--- src/rtl/cr16_pkg.sv ---
// Shared types, instruction-field constants and decode helpers for the CR16 control FSM.
package cr16_pkg;

    typedef enum logic [1:0] {
        FETCH   = 2'd0,
        DECODE  = 2'd1,
        EXECUTE = 2'd2,
        LOAD_WB = 2'd3
    } state_e;

    localparam logic [3:0] OP_RTYPE = 4'b0000;
    localparam logic [3:0] OP_MEM   = 4'b0100;
    localparam logic [3:0] OP_BCOND = 4'b1100;
    localparam logic [3:0] OP_LUI   = 4'b1111;

    localparam logic [3:0] EXT_ADD  = 4'b0101;
    localparam logic [3:0] EXT_SUB  = 4'b1001;
    localparam logic [3:0] EXT_CMP  = 4'b1011;
    localparam logic [3:0] EXT_AND  = 4'b0001;
    localparam logic [3:0] EXT_OR   = 4'b0010;
    localparam logic [3:0] EXT_XOR  = 4'b0011;
    localparam logic [3:0] EXT_MOV  = 4'b1101;

    localparam logic [3:0] EXT_LOAD  = 4'b0000;
    localparam logic [3:0] EXT_STOR  = 4'b0100;
    localparam logic [3:0] EXT_JCOND = 4'b1100;

    localparam logic [3:0] COND_EQ = 4'b0000;
    localparam logic [3:0] COND_NE = 4'b0001;
    localparam logic [3:0] COND_CS = 4'b0010;
    localparam logic [3:0] COND_CC = 4'b0011;
    localparam logic [3:0] COND_HI = 4'b0100;
    localparam logic [3:0] COND_LS = 4'b0101;
    localparam logic [3:0] COND_GT = 4'b0110;
    localparam logic [3:0] COND_LE = 4'b0111;
    localparam logic [3:0] COND_FS = 4'b1000;
    localparam logic [3:0] COND_FC = 4'b1001;
    localparam logic [3:0] COND_LO = 4'b1010;
    localparam logic [3:0] COND_HS = 4'b1011;
    localparam logic [3:0] COND_LT = 4'b1100;
    localparam logic [3:0] COND_GE = 4'b1101;
    localparam logic [3:0] COND_UC = 4'b1110;

    localparam int FLAG_C = 4;
    localparam int FLAG_L = 3;
    localparam int FLAG_F = 2;
    localparam int FLAG_Z = 1;
    localparam int FLAG_N = 0;

    // ALU operations shared by the register form (ext field) and immediate form (op field).
    function automatic logic is_alu_code(input logic [3:0] code);
        case (code)
            EXT_ADD, EXT_SUB, EXT_CMP, EXT_AND,
            EXT_OR, EXT_XOR, EXT_MOV: is_alu_code = 1'b1;
            default:                  is_alu_code = 1'b0;
        endcase
    endfunction

    function automatic logic is_arith(input logic [3:0] code);
        is_arith = (code == EXT_ADD) || (code == EXT_SUB) || (code == EXT_CMP);
    endfunction

    // LUI is executed by the ALU as a MOV of the pre-shifted immediate.
    function automatic logic [3:0] alu_opcode(input logic [3:0] code);
        alu_opcode = (code == OP_LUI) ? EXT_MOV : code;
    endfunction

endpackage

--- src/rtl/cr16_control_fsm_cond_eval.sv ---
// Combinational CR16 branch/jump condition evaluator over the {C,L,F,Z,N} flags.
module cr16_cond_eval
    import cr16_pkg::*;
(
    input  logic [3:0] i_cond,
    input  logic [4:0] i_flags,
    output logic       o_taken
);

    logic c, l, f, z, n;

    assign c = i_flags[FLAG_C];
    assign l = i_flags[FLAG_L];
    assign f = i_flags[FLAG_F];
    assign z = i_flags[FLAG_Z];
    assign n = i_flags[FLAG_N];

    always_comb begin
        o_taken = 1'b0;
        case (i_cond)
            COND_EQ: o_taken = z;
            COND_NE: o_taken = !z;
            COND_CS: o_taken = c;
            COND_CC: o_taken = !c;
            COND_HI: o_taken = l;
            COND_LS: o_taken = !l;
            COND_GT: o_taken = n;
            COND_LE: o_taken = !n;
            COND_FS: o_taken = f;
            COND_FC: o_taken = !f;
            COND_LO: o_taken = !z && !l;
            COND_HS: o_taken = z || l;
            COND_LT: o_taken = !z && !n;
            COND_GE: o_taken = z || n;
            COND_UC: o_taken = 1'b1;
            default: o_taken = 1'b0;
        endcase
    end

endmodule

--- src/rtl/cr16_control_fsm.sv ---
// CR16 multi-cycle fetch/decode/execute controller owning PC, IR and the shared memory port.
// Optional memory wait states are enabled by defining CR16_MEM_READY_EN (adds I_MEM_READY).
module cr16_control_fsm
    import cr16_pkg::*;
#(
    parameter int                      P_ADDR_WIDTH = 16,
    parameter logic [P_ADDR_WIDTH-1:0] P_PC_RESET   = '0
) (
    input  logic                    I_CLK,
    input  logic                    I_RESET,
`ifdef CR16_MEM_READY_EN
    input  logic                    I_MEM_READY,
`endif
    input  logic [15:0]             I_MEM_READ_DATA,
    output logic [P_ADDR_WIDTH-1:0] O_MEM_ADDR,
    output logic                    O_MEM_WRITE_ENABLE,
    output logic [15:0]             O_MEM_WRITE_DATA,
    input  logic [15:0]             I_ALU_A,
    input  logic [15:0]             I_ALU_B,
    input  logic [4:0]              I_STATUS_FLAGS,
    output logic                    O_DATAPATH_ENABLE,
    output logic [15:0]             O_REG_WRITE_ENABLE,
    output logic [3:0]              O_REG_A_SELECT,
    output logic [3:0]              O_REG_B_SELECT,
    output logic                    O_IMMEDIATE_SELECT,
    output logic [15:0]             O_IMMEDIATE,
    output logic [3:0]              O_OPCODE,
    output logic [4:0]              O_STATUS_FLAGS,
    output logic                    O_STATUS_FLAGS_SELECT,
    output logic [15:0]             O_REGFILE_DATA,
    output logic                    O_REGFILE_DATA_SELECT,
    output logic [P_ADDR_WIDTH-1:0] O_PC
);

    state_e                  state_q, state_d;
    logic [P_ADDR_WIDTH-1:0] pc_q, pc_d;
    logic [15:0]             ir_q, ir_d;

    logic                    mem_ready;
    logic                    cond_taken;
    logic [3:0]              op, rd, ext, rs;
    logic [7:0]              imm8;
    logic [15:0]             rd_onehot;
    logic [P_ADDR_WIDTH-1:0] alu_a_addr;
    logic [P_ADDR_WIDTH-1:0] disp_ext;

`ifdef CR16_MEM_READY_EN
    assign mem_ready = I_MEM_READY;
`else
    assign mem_ready = 1'b1;
`endif

    assign op         = ir_q[15:12];
    assign rd         = ir_q[11:8];
    assign ext        = ir_q[7:4];
    assign rs         = ir_q[3:0];
    assign imm8       = ir_q[7:0];
    assign rd_onehot  = 16'd1 << rd;
    assign alu_a_addr = P_ADDR_WIDTH'(I_ALU_A);
    assign disp_ext   = {{(P_ADDR_WIDTH-8){imm8[7]}}, imm8};
    assign O_PC       = pc_q;

    // Bcond and Jcond both carry their condition in IR[11:8].
    cr16_cond_eval u_cond_eval (
        .i_cond  (rd),
        .i_flags (I_STATUS_FLAGS),
        .o_taken (cond_taken)
    );

    always_ff @(posedge I_CLK or posedge I_RESET) begin
        if (I_RESET) begin
            state_q <= FETCH;
            pc_q    <= P_PC_RESET;
            ir_q    <= '0;
        end else begin
            state_q <= state_d;
            pc_q    <= pc_d;
            ir_q    <= ir_d;
        end
    end

    always_comb begin
        state_d               = state_q;
        pc_d                  = pc_q;
        ir_d                  = ir_q;
        O_MEM_ADDR            = pc_q;
        O_MEM_WRITE_ENABLE    = 1'b0;
        O_MEM_WRITE_DATA      = '0;
        O_DATAPATH_ENABLE     = 1'b0;
        O_REG_WRITE_ENABLE    = '0;
        O_REG_A_SELECT        = '0;
        O_REG_B_SELECT        = '0;
        O_IMMEDIATE_SELECT    = 1'b0;
        O_IMMEDIATE           = '0;
        O_OPCODE              = '0;
        O_STATUS_FLAGS_SELECT = 1'b0;
        O_REGFILE_DATA        = '0;
        O_REGFILE_DATA_SELECT = 1'b0;

        case (state_q)
            FETCH: begin
                state_d = DECODE;
            end

            DECODE: begin
                if (mem_ready) begin
                    ir_d    = I_MEM_READ_DATA;
                    pc_d    = pc_q + P_ADDR_WIDTH'(1);
                    state_d = EXECUTE;
                end
            end

            EXECUTE: begin
                state_d = FETCH;
                if (op == OP_RTYPE && is_alu_code(ext)) begin
                    O_REG_A_SELECT        = rs;
                    O_REG_B_SELECT        = rd;
                    O_DATAPATH_ENABLE     = 1'b1;
                    O_OPCODE              = alu_opcode(ext);
                    O_REG_WRITE_ENABLE    = (ext == EXT_CMP) ? 16'h0000 : rd_onehot;
                    O_STATUS_FLAGS_SELECT = !is_arith(ext);
                end else if (is_alu_code(op) || op == OP_LUI) begin
                    O_REG_B_SELECT        = rd;
                    O_DATAPATH_ENABLE     = 1'b1;
                    O_IMMEDIATE_SELECT    = 1'b1;
                    O_OPCODE              = alu_opcode(op);
                    O_REG_WRITE_ENABLE    = (op == EXT_CMP) ? 16'h0000 : rd_onehot;
                    O_STATUS_FLAGS_SELECT = !is_arith(op);
                    if (op == OP_LUI)
                        O_IMMEDIATE = {imm8, 8'h00};
                    else if (is_arith(op))
                        O_IMMEDIATE = {{8{imm8[7]}}, imm8};
                    else
                        O_IMMEDIATE = {8'h00, imm8};
                end else if (op == OP_MEM) begin
                    case (ext)
                        EXT_LOAD: begin
                            O_REG_A_SELECT = rs;
                            O_MEM_ADDR     = alu_a_addr;
                            state_d        = LOAD_WB;
                        end
                        EXT_STOR: begin
                            O_REG_A_SELECT     = rs;
                            O_REG_B_SELECT     = rd;
                            O_MEM_ADDR         = alu_a_addr;
                            O_MEM_WRITE_DATA   = I_ALU_B;
                            O_MEM_WRITE_ENABLE = 1'b1;
                            if (!mem_ready)
                                state_d = EXECUTE;
                        end
                        EXT_JCOND: begin
                            O_REG_A_SELECT = rs;
                            if (cond_taken)
                                pc_d = alu_a_addr;
                        end
                        default: ;
                    endcase
                end else if (op == OP_BCOND) begin
                    // PC already points past this instruction, so the displacement is relative to PC+1.
                    if (cond_taken)
                        pc_d = pc_q + disp_ext;
                end
            end

            LOAD_WB: begin
                // Address stays on the bus so read data remains valid across wait states.
                O_REG_A_SELECT = rs;
                O_MEM_ADDR     = alu_a_addr;
                if (mem_ready) begin
                    O_REGFILE_DATA        = I_MEM_READ_DATA;
                    O_REGFILE_DATA_SELECT = 1'b1;
                    O_REG_WRITE_ENABLE    = rd_onehot;
                    O_DATAPATH_ENABLE     = 1'b1;
                    O_STATUS_FLAGS_SELECT = 1'b1;
                    state_d               = FETCH;
                end
            end

            default: state_d = FETCH;
        endcase

        O_STATUS_FLAGS = O_DATAPATH_ENABLE ? I_STATUS_FLAGS : 5'b00000;
    end

endmodule
--- config.mk ---
export PLATFORM = sky130hd
export DESIGN_NAME = cr16_control_fsm
export DESIGN_NICKNAME = d
export VERILOG_FILES = /design/src/rtl/cr16_pkg.sv /design/src/rtl/cr16_control_fsm_cond_eval.sv /design/src/rtl/cr16_control_fsm.sv
export SDC_FILE = /design/constraint.sdc
export NUM_CORES = 1
export LEC_CHECK = 0
export CAP_MARGIN = 20
export CORE_ASPECT_RATIO = 1.25
export CORE_UTILIZATION = 49
export DETAILED_ROUTE_END_ITERATION = 7
export DONT_BUFFER_PORTS = 1
export SYNTH_ARGS = -nofsm -noshare
export SYNTH_HDL_FRONTEND = slang
export SYNTH_SLANG_ARGS = --single-unit
--- constraint.sdc ---
create_clock -name I_CLK -period 2.69 [get_ports I_CLK]
set_clock_uncertainty 0.2 [all_clocks]
set_input_delay 0.538 -clock I_CLK [delete_from_list [all_inputs] [get_ports I_CLK]]
set_output_delay 0.538 -clock I_CLK [all_outputs]
set_load 0.03 [all_outputs]
==> flow_metrics.py, run 1 <==
metrics = {
    "run_status": {
        "status": "finished, violations left",
        "violations": "negative setup slack",
    },
    "cells_and_area": {
        "utilization_pct": 78.33,
        "layout_commonest_cell": "buf_4",
        "fillers": 541,
        "multi_input_comb_area_mm2": 0.003309,
        "mostFrequentLayoutCells": "101 x buf_4, 52 x buf_6, 40 x nand2_1",
        "area_delta_synth_final_pct": 52.61,
        "antennaDiodeCount": 0,
        "drive_gt1_share_pct": 42.94,
        "design_area_mm2": 0.006210,
        "nNetsFinal": 742,
        "ff_latch_area_um2": 859.6,
    },
    "yosys": {
        "synth_cell_types": 71,
        "synthFlopType": "dfrtp_1",
        "syn_inst": 528,
        "synth_nets": 604,
        "syn-cell-area_mm2": 0.004069,
        "synth_edf_count": 0,
        "ys.warnings.count": 0,
        "avgSynthCellArea_um2": 7.706,
        "synth_xor_area_share_pct": 3.014,
        "synth_compound_area_share_pct": 25.55,
        "synthMuxAreaShare_pct": 6.581,
        "yosys.area_share.simple_pct": 30.35,
        "async_flop_share_pct": 100.0,
        "synth_top_family_by_area": "simple AND/OR/NAND/NOR gates",
        "synth_seq_cells": 34,
        "synth_seq_area_share_pct": 20.91,
        "synthAdderAreaFrac_pct": 6.642,
    },
    "placed_design": {
        "dpl_worst_slack_ns": 0.01148,
        "globalplace.congestion": 0.9579,
        "io_buffers": 0,
        "hpwl_um": 10630,
        "dpl_cell_area_mm2": 0.005395,
    },
    "floorplanning": {
        "start_util_pct": 51.33,
        "rows": 36,
        "die_y_um": 103.9,
        "core_mm2": 0.007928,
        "die_w_um": 83.51,
        "io_pins": 173,
        "dieArea_mm2": 0.008675,
    },
    "cts": {
        "cts_sinks": 34,
        "ctsHtreeMaxLevel": 2,
        "cts_root_buffer": "clkbuf_8",
        "cts_buffers": 5,
        "clock_latency_ns": 0.30,
        "path_clk_slew_ns": 0.08,
        "cts_buffer_depth": 2,
        "cts_tree": "yes",
    },
    "sta": {
        "tns_ns": -10.99,
        "max_freq_mhz": 332.8,
        "post-route-min-period_ns": 3.004,
        "worstMarginPinSlew_ns": 0.7001,
        "maxSlewHeadroom_pct": 53.33,
        "setup_viol": 53,
        "layout_setup_ws_ns": -0.3144,
        "fin_crit_sh_pct": 111.7,
        "hold_violations": 0,
        "rsz0062_at_grt": "yes",
        "slew_viol_final": 0,
    },
    "global_routing": {
        "grt_max_degree": 31,
        "grt_usage_pct": 33.64,
        "grt_pass1_wl_um": 23720,
        "antenna_found_initial": 0,
        "grt_pass1_vias": 4827,
        "overflow": 0,
    },
    "routing": {
        "remaining_drc_errors": 0,
        "routedWlPerCell_um": 21.29,
        "initialDrtViolationCount": 387,
        "via_per_inst": 6.432,
        "ant_nets": 0,
        "routed_wl_um": 16210,
        "drtPass1Iterations": 4,
        "vias": 4895,
    },
    "worst_setup_path": {
        "worstSetupPathType": "reg -> out",
        "critPathLaunchType": "register",
        "cp.required_ns": 1.95,
        "crit_path_end_kind": "output pin",
        "path_max_fanout": 5,
        "cp.arrival_ns": 2.27,
    },
    "pwr": {
        "switching_share_pct": 53.90,
        "leakagePower_nw": 2.703,
        "clkPwrFrac_pct": 4.3,
        "internal_power_w": 0.004186,
        "vdd_ir_drop_max_mv": 0.8711,
        "power_w": 0.009081,
        "p_seq_share_pct": 12.7,
        "pwr-share-comb_pct": 82.9,
        "cellPowerDensity_mw_per_mm2": 1462,
        "switchingPower_w": 0.004895,
    },
    "worst_hold_path": {
        "hp-class": "in -> reg",
    },
    "run": {
        "drv_cap": 0,
    },
}
-- metal layers --
metal	vias to the layer above	GRT usage [%]	routed length, µm
li1	2225	-	-
met1	2324	37.82	5740
met2	273	61.42	8510
met3	73	5.000	1194
met4	0	16.46	759
met5	-	0	0
-- timing repair --
action / 4_1_cts / 5_1_grt
hold buffers: 1 / 0
resized for setup: 96 / 58
cloned: 3 / 0
hold endpoints to repair: 12 / 0
endpoints found under the setup margin: 79 / 100
setup buffers: 15 / 2
pin swaps: 28 / 14
-- through the flow --
stage | hold slack [ns] | instances
after floorplan | 0.3081 | 528
after global placement | 0.2975 | 735
after detailed placement | 0.3034 | 735
after CTS | 0.1664 | 760
after global routing | 0.1867 | 761
final | 0.1809 | 761
-- worst max-delay path: stages, from the launching register on --
cell	delay [ns]
dfrtp_1	0.42
nor2b_1	0.14
o2111a_1	0.24
a221o_1	0.36
a21oi_4	0.23
and3b_2	0.27
nor2b_1	0.14
buf_4	0.17
-- power groups by stage --
stage                     clock network [W]  logic (W)  registers (W)
after global routing               0.000409    0.00802        0.00118
after detailed placement                  0    0.00668        0.00111
after CTS                          0.000388    0.00714        0.00111
after global placement                    0    0.00654        0.00109
after floorplan                           0    0.00441        0.00122
final                              0.000392    0.00753        0.00116
-- logic make-up after synthesis --
family          after synthesis
simple gates                224
flops                        34
xor+xnor                     14
mux                          25
fa+ha+maj                    21
compound gates              150
buf+inv                      60
-- final timing paths --
check	depth (start not counted)	slack, ns	endpoint	start
max in group asynchronous	3	0.97	O_PC[5]	I_RESET
worst min-delay path	2	0.18	ir_q[1]	I_MEM_READ_DATA[1]
worst max register to register	8	0.12	O_PC[12]	ir_q[7]
worst min register to register	1	0.44	ir_q[3]	ir_q[3]
worst max-delay path	7	-0.31	O_REG_WRITE_ENABLE[15]	ir_q[5]
min in group asynchronous	2	0.56	ir_q[12]	I_RESET
-- sequential cells by signal, summed over array words and instances (netlist names) --
signal / count
O_PC: 16
ir_q: 16
state_q: 2
-- layout make-up --
type                            count  area share [%]
Multi-Input combinational cell    434           53.29
Timing Repair Buffer              175           28.65
Sequential cell                    34           13.84
Tap cell                           95           1.914
Clock buffer                        7           1.229
Inverter                           16           1.068
-- cells in the mapped netlist, types with 6 or more instances --
master	n	share of area, %
nand4_1	14	2.2
o21a_1	14	2.6
clkbuf_1	29	2.7
inv_1	15	1.4
o211ai_1	8	1.5
xor2_1	8	1.7
xnor2_1	6	1.3
nor3_1	9	1.1
mux2i_1	11	2.7
nand2b_1	9	1.4
mux2_2	14	3.9
nor2_1	36	3.3
a21oi_1	27	3.3
nor2b_1	16	2.5
dfrtp_1	34	21
and2_1	30	4.6
o21ai_0	28	3.4
ha_1	20	6.2
and3_1	24	3.7
a22o_1	16	3.4
nand3_1	12	1.5
nand2_1	43	4.0
a31oi_1	11	1.7
No activity file was read; power rests on OpenSTA's default activity.
==> run 2, diff against run 1 <==
--- a/config.mk
+++ b/config.mk
@@ -7,7 +7,7 @@
 export LEC_CHECK = 0
 export CAP_MARGIN = 20
 export CORE_ASPECT_RATIO = 1.25
-export CORE_UTILIZATION = 49
+export CORE_UTILIZATION = 50
 export DETAILED_ROUTE_END_ITERATION = 7
 export DONT_BUFFER_PORTS = 1
 export SYNTH_ARGS = -nofsm -noshare
==> run 2 against run 1 <==
The run still ends with negative setup slack left. Utilization fell by 1.0 points. Via count fell by 2.5%. Design area fell by 2.5%. Global-route usage fell by 0.23 points. Sequential share of layout area rose by 0.33 points. Setup slack got worse by 0.035 ns.
==> flow_metrics.py, run 2 (synthesis results as in run 1) <==
metrics = {
    "cells_and_area": {
        "layout_commonest_cell": "buf_4",
        "drive_gt1_share_pct": 40.39,
        "antennaDiodeCount": 0,
        "mostFrequentLayoutCells": "105 x buf_4, 49 x buf_6, 40 x nand2_1",
        "area_delta_synth_final_pct": 48.86,
        "utilization_pct": 77.28,
        "design_area_mm2": 0.006057,
        "nNetsFinal": 737,
    },
    "global_routing": {
        "overflow": 0,
        "antenna_found_initial": 0,
        "grt_pass1_wl_um": 21710,
        "grt_usage_pct": 33.41,
        "grt_max_degree": 35,
        "grt_pass1_vias": 4635,
    },
    "run_status": {
        "violations": "negative setup slack",
        "status": "finished, violations left",
    },
    "placed_design": {
        "io_buffers": 0,
        "dpl_worst_slack_ns": 0.01989,
        "globalplace.congestion": 0.8888,
        "hpwl_um": 10070,
        "dpl_cell_area_mm2": 0.005295,
    },
    "cts": {
        "cts_root_buffer": "clkbuf_8",
        "cts_sinks": 34,
        "cts_buffer_depth": 2,
        "cts_buffers": 5,
        "clock_latency_ns": 0.30,
        "cts_tree": "yes",
        "path_clk_slew_ns": 0.08,
        "ctsHtreeMaxLevel": 2,
    },
    "sta": {
        "post-route-min-period_ns": 3.039,
        "fin_crit_sh_pct": 113.0,
        "worstMarginPinSlew_ns": 0.5538,
        "whs_ns": 0.04071,
        "max_freq_mhz": 329.1,
        "rsz0062_at_grt": "yes",
        "setup_viol": 53,
        "hold_violations": 0,
        "slew_viol_final": 0,
        "layout_setup_ws_ns": -0.3489,
        "maxSlewHeadroom_pct": 63.08,
    },
    "pwr": {
        "internal_power_w": 0.004141,
        "pwr-share-comb_pct": 82.9,
        "switchingPower_w": 0.004897,
        "leakagePower_nw": 2.652,
        "p_seq_share_pct": 12.8,
        "clkPwrFrac_pct": 4.3,
        "cellPowerDensity_mw_per_mm2": 1492,
        "switching_share_pct": 54.18,
        "vdd_ir_drop_max_mv": 0.8323,
    },
    "run": {
        "drv_cap": 0,
    },
    "floorplanning": {
        "rows": 36,
        "io_pins": 173,
        "dieArea_mm2": 0.008505,
        "die_w_um": 82.69,
        "core_mm2": 0.007838,
        "die_y_um": 102.9,
        "start_util_pct": 51.92,
    },
    "routing": {
        "via_per_inst": 6.316,
        "routedWlPerCell_um": 20.09,
        "vias": 4775,
        "initialDrtViolationCount": 268,
        "drtPass1Iterations": 5,
        "routed_wl_um": 15190,
        "ant_nets": 0,
        "remaining_drc_errors": 0,
    },
    "worst_setup_path": {
        "cp.arrival_ns": 2.30,
        "crit_path_end_kind": "output pin",
        "cp.required_ns": 1.95,
        "worstSetupPathType": "reg -> out",
        "critPathLaunchType": "register",
        "path_max_fanout": 9,
    },
    "worst_hold_path": {
        "hp-class": "in -> async",
    },
}
-- run 2: cell count changes in the layout (fill, tap and decap cells not counted), sizes merged --
cell / change
or2: +1
dlygate4sd3: -1
clkinvlp: -1
clkinv: +1
buf: -5
-- run 2: repair_timing --
action / CTS / global route
resized for setup: 92 / 45
setup endpoints to repair: 79 / 83
hold buffers: 0 / 0
pin swaps: 21 / 18
buffers inserted: 8 / 11
gates cloned: 1 / 2
-- run 2: power by group through the flow --
stage / logic, W / clock network, W / registers (W)
final: 0.00749 / 0.000388 / 0.00116
after global routing: 0.00801 / 0.000405 / 0.00119
after CTS: 0.00688 / 0.000392 / 0.00109
after detailed placement: 0.00655 / 0 / 0.00110
after global placement: 0.00646 / 0 / 0.00108
after floorplan: 0.00441 / 0 / 0.00122
-- run 2: metrics by stage --
| step | cells | TNS, ns | total power, W |
|---|---|---|---|
| 2_1_floorplan | 528 | -0.5062 | 0.005638 |
| 3_3_place_gp | 730 | 0 | 0.007545 |
| 3_5_place_dp | 730 | 0 | 0.007651 |
| 4_1_cts | 746 | -8.258 | 0.008365 |
| 5_1_grt | 756 | -18.42 | 0.009605 |
| 6_report | 756 | -12.98 | 0.009038 |
-- run 2: layout make-up --
type / count / area (µm²)
Tap cell: 95 / 118.9
Sequential cell: 34 / 858.3
Timing Repair Buffer: 169 / 1635
Fill cell: 537 / 1780
Clock buffer: 7 / 76.32
Inverter: 16 / 63.81
Multi-Input combinational cell: 435 / 3304
-- run 2: final timing paths --
kind                       slack, ns               start  cells past startpoint                     to
max                            -0.35            ir_q[12]                      8  O_REG_WRITE_ENABLE[8]
max reg2reg                     0.08             ir_q[8]                      7               O_PC[12]
min                             0.04             I_RESET                      2                O_PC[7]
min in group I_CLK              0.16  I_MEM_READ_DATA[1]                      2                ir_q[1]
min reg2reg                     0.40          state_q[1]                      1             state_q[1]
max in group asynchronous       1.85             I_RESET                      2               ir_q[15]
-- run 2: per-layer routing --
metal | GRT usage (%) | vias to the layer above | share of wire (%)
met1 | 38.47 | 2285 | 38
met5 | 0 | - | 0
met4 | 14.99 | 0 | 4.0
met3 | 6.106 | 51 | 6.1
li1 | - | 2204 | -
met2 | 59.14 | 235 | 52
-- run 2: worst max-delay path, stage by stage, from the launching register on --
cell	delay (ns)
dfrtp_2	0.42
buf_4	0.19
inv_1	0.09
a21oi_1	0.21
a221o_1	0.23
a21oi_4	0.10
or3b_4	0.44
nor3_4	0.17
buf_12	0.14
==> run 3, diff against run 2 <==
--- a/config.mk
+++ b/config.mk
@@ -10,6 +10,7 @@
 export CORE_UTILIZATION = 50
 export DETAILED_ROUTE_END_ITERATION = 7
 export DONT_BUFFER_PORTS = 1
+export SLEW_MARGIN = 5
 export SYNTH_ARGS = -nofsm -noshare
 export SYNTH_HDL_FRONTEND = slang
 export SYNTH_SLANG_ARGS = --single-unit
==> results of run 3 <==
No change in the layout: final DEF, timing and power equal those of run 2.
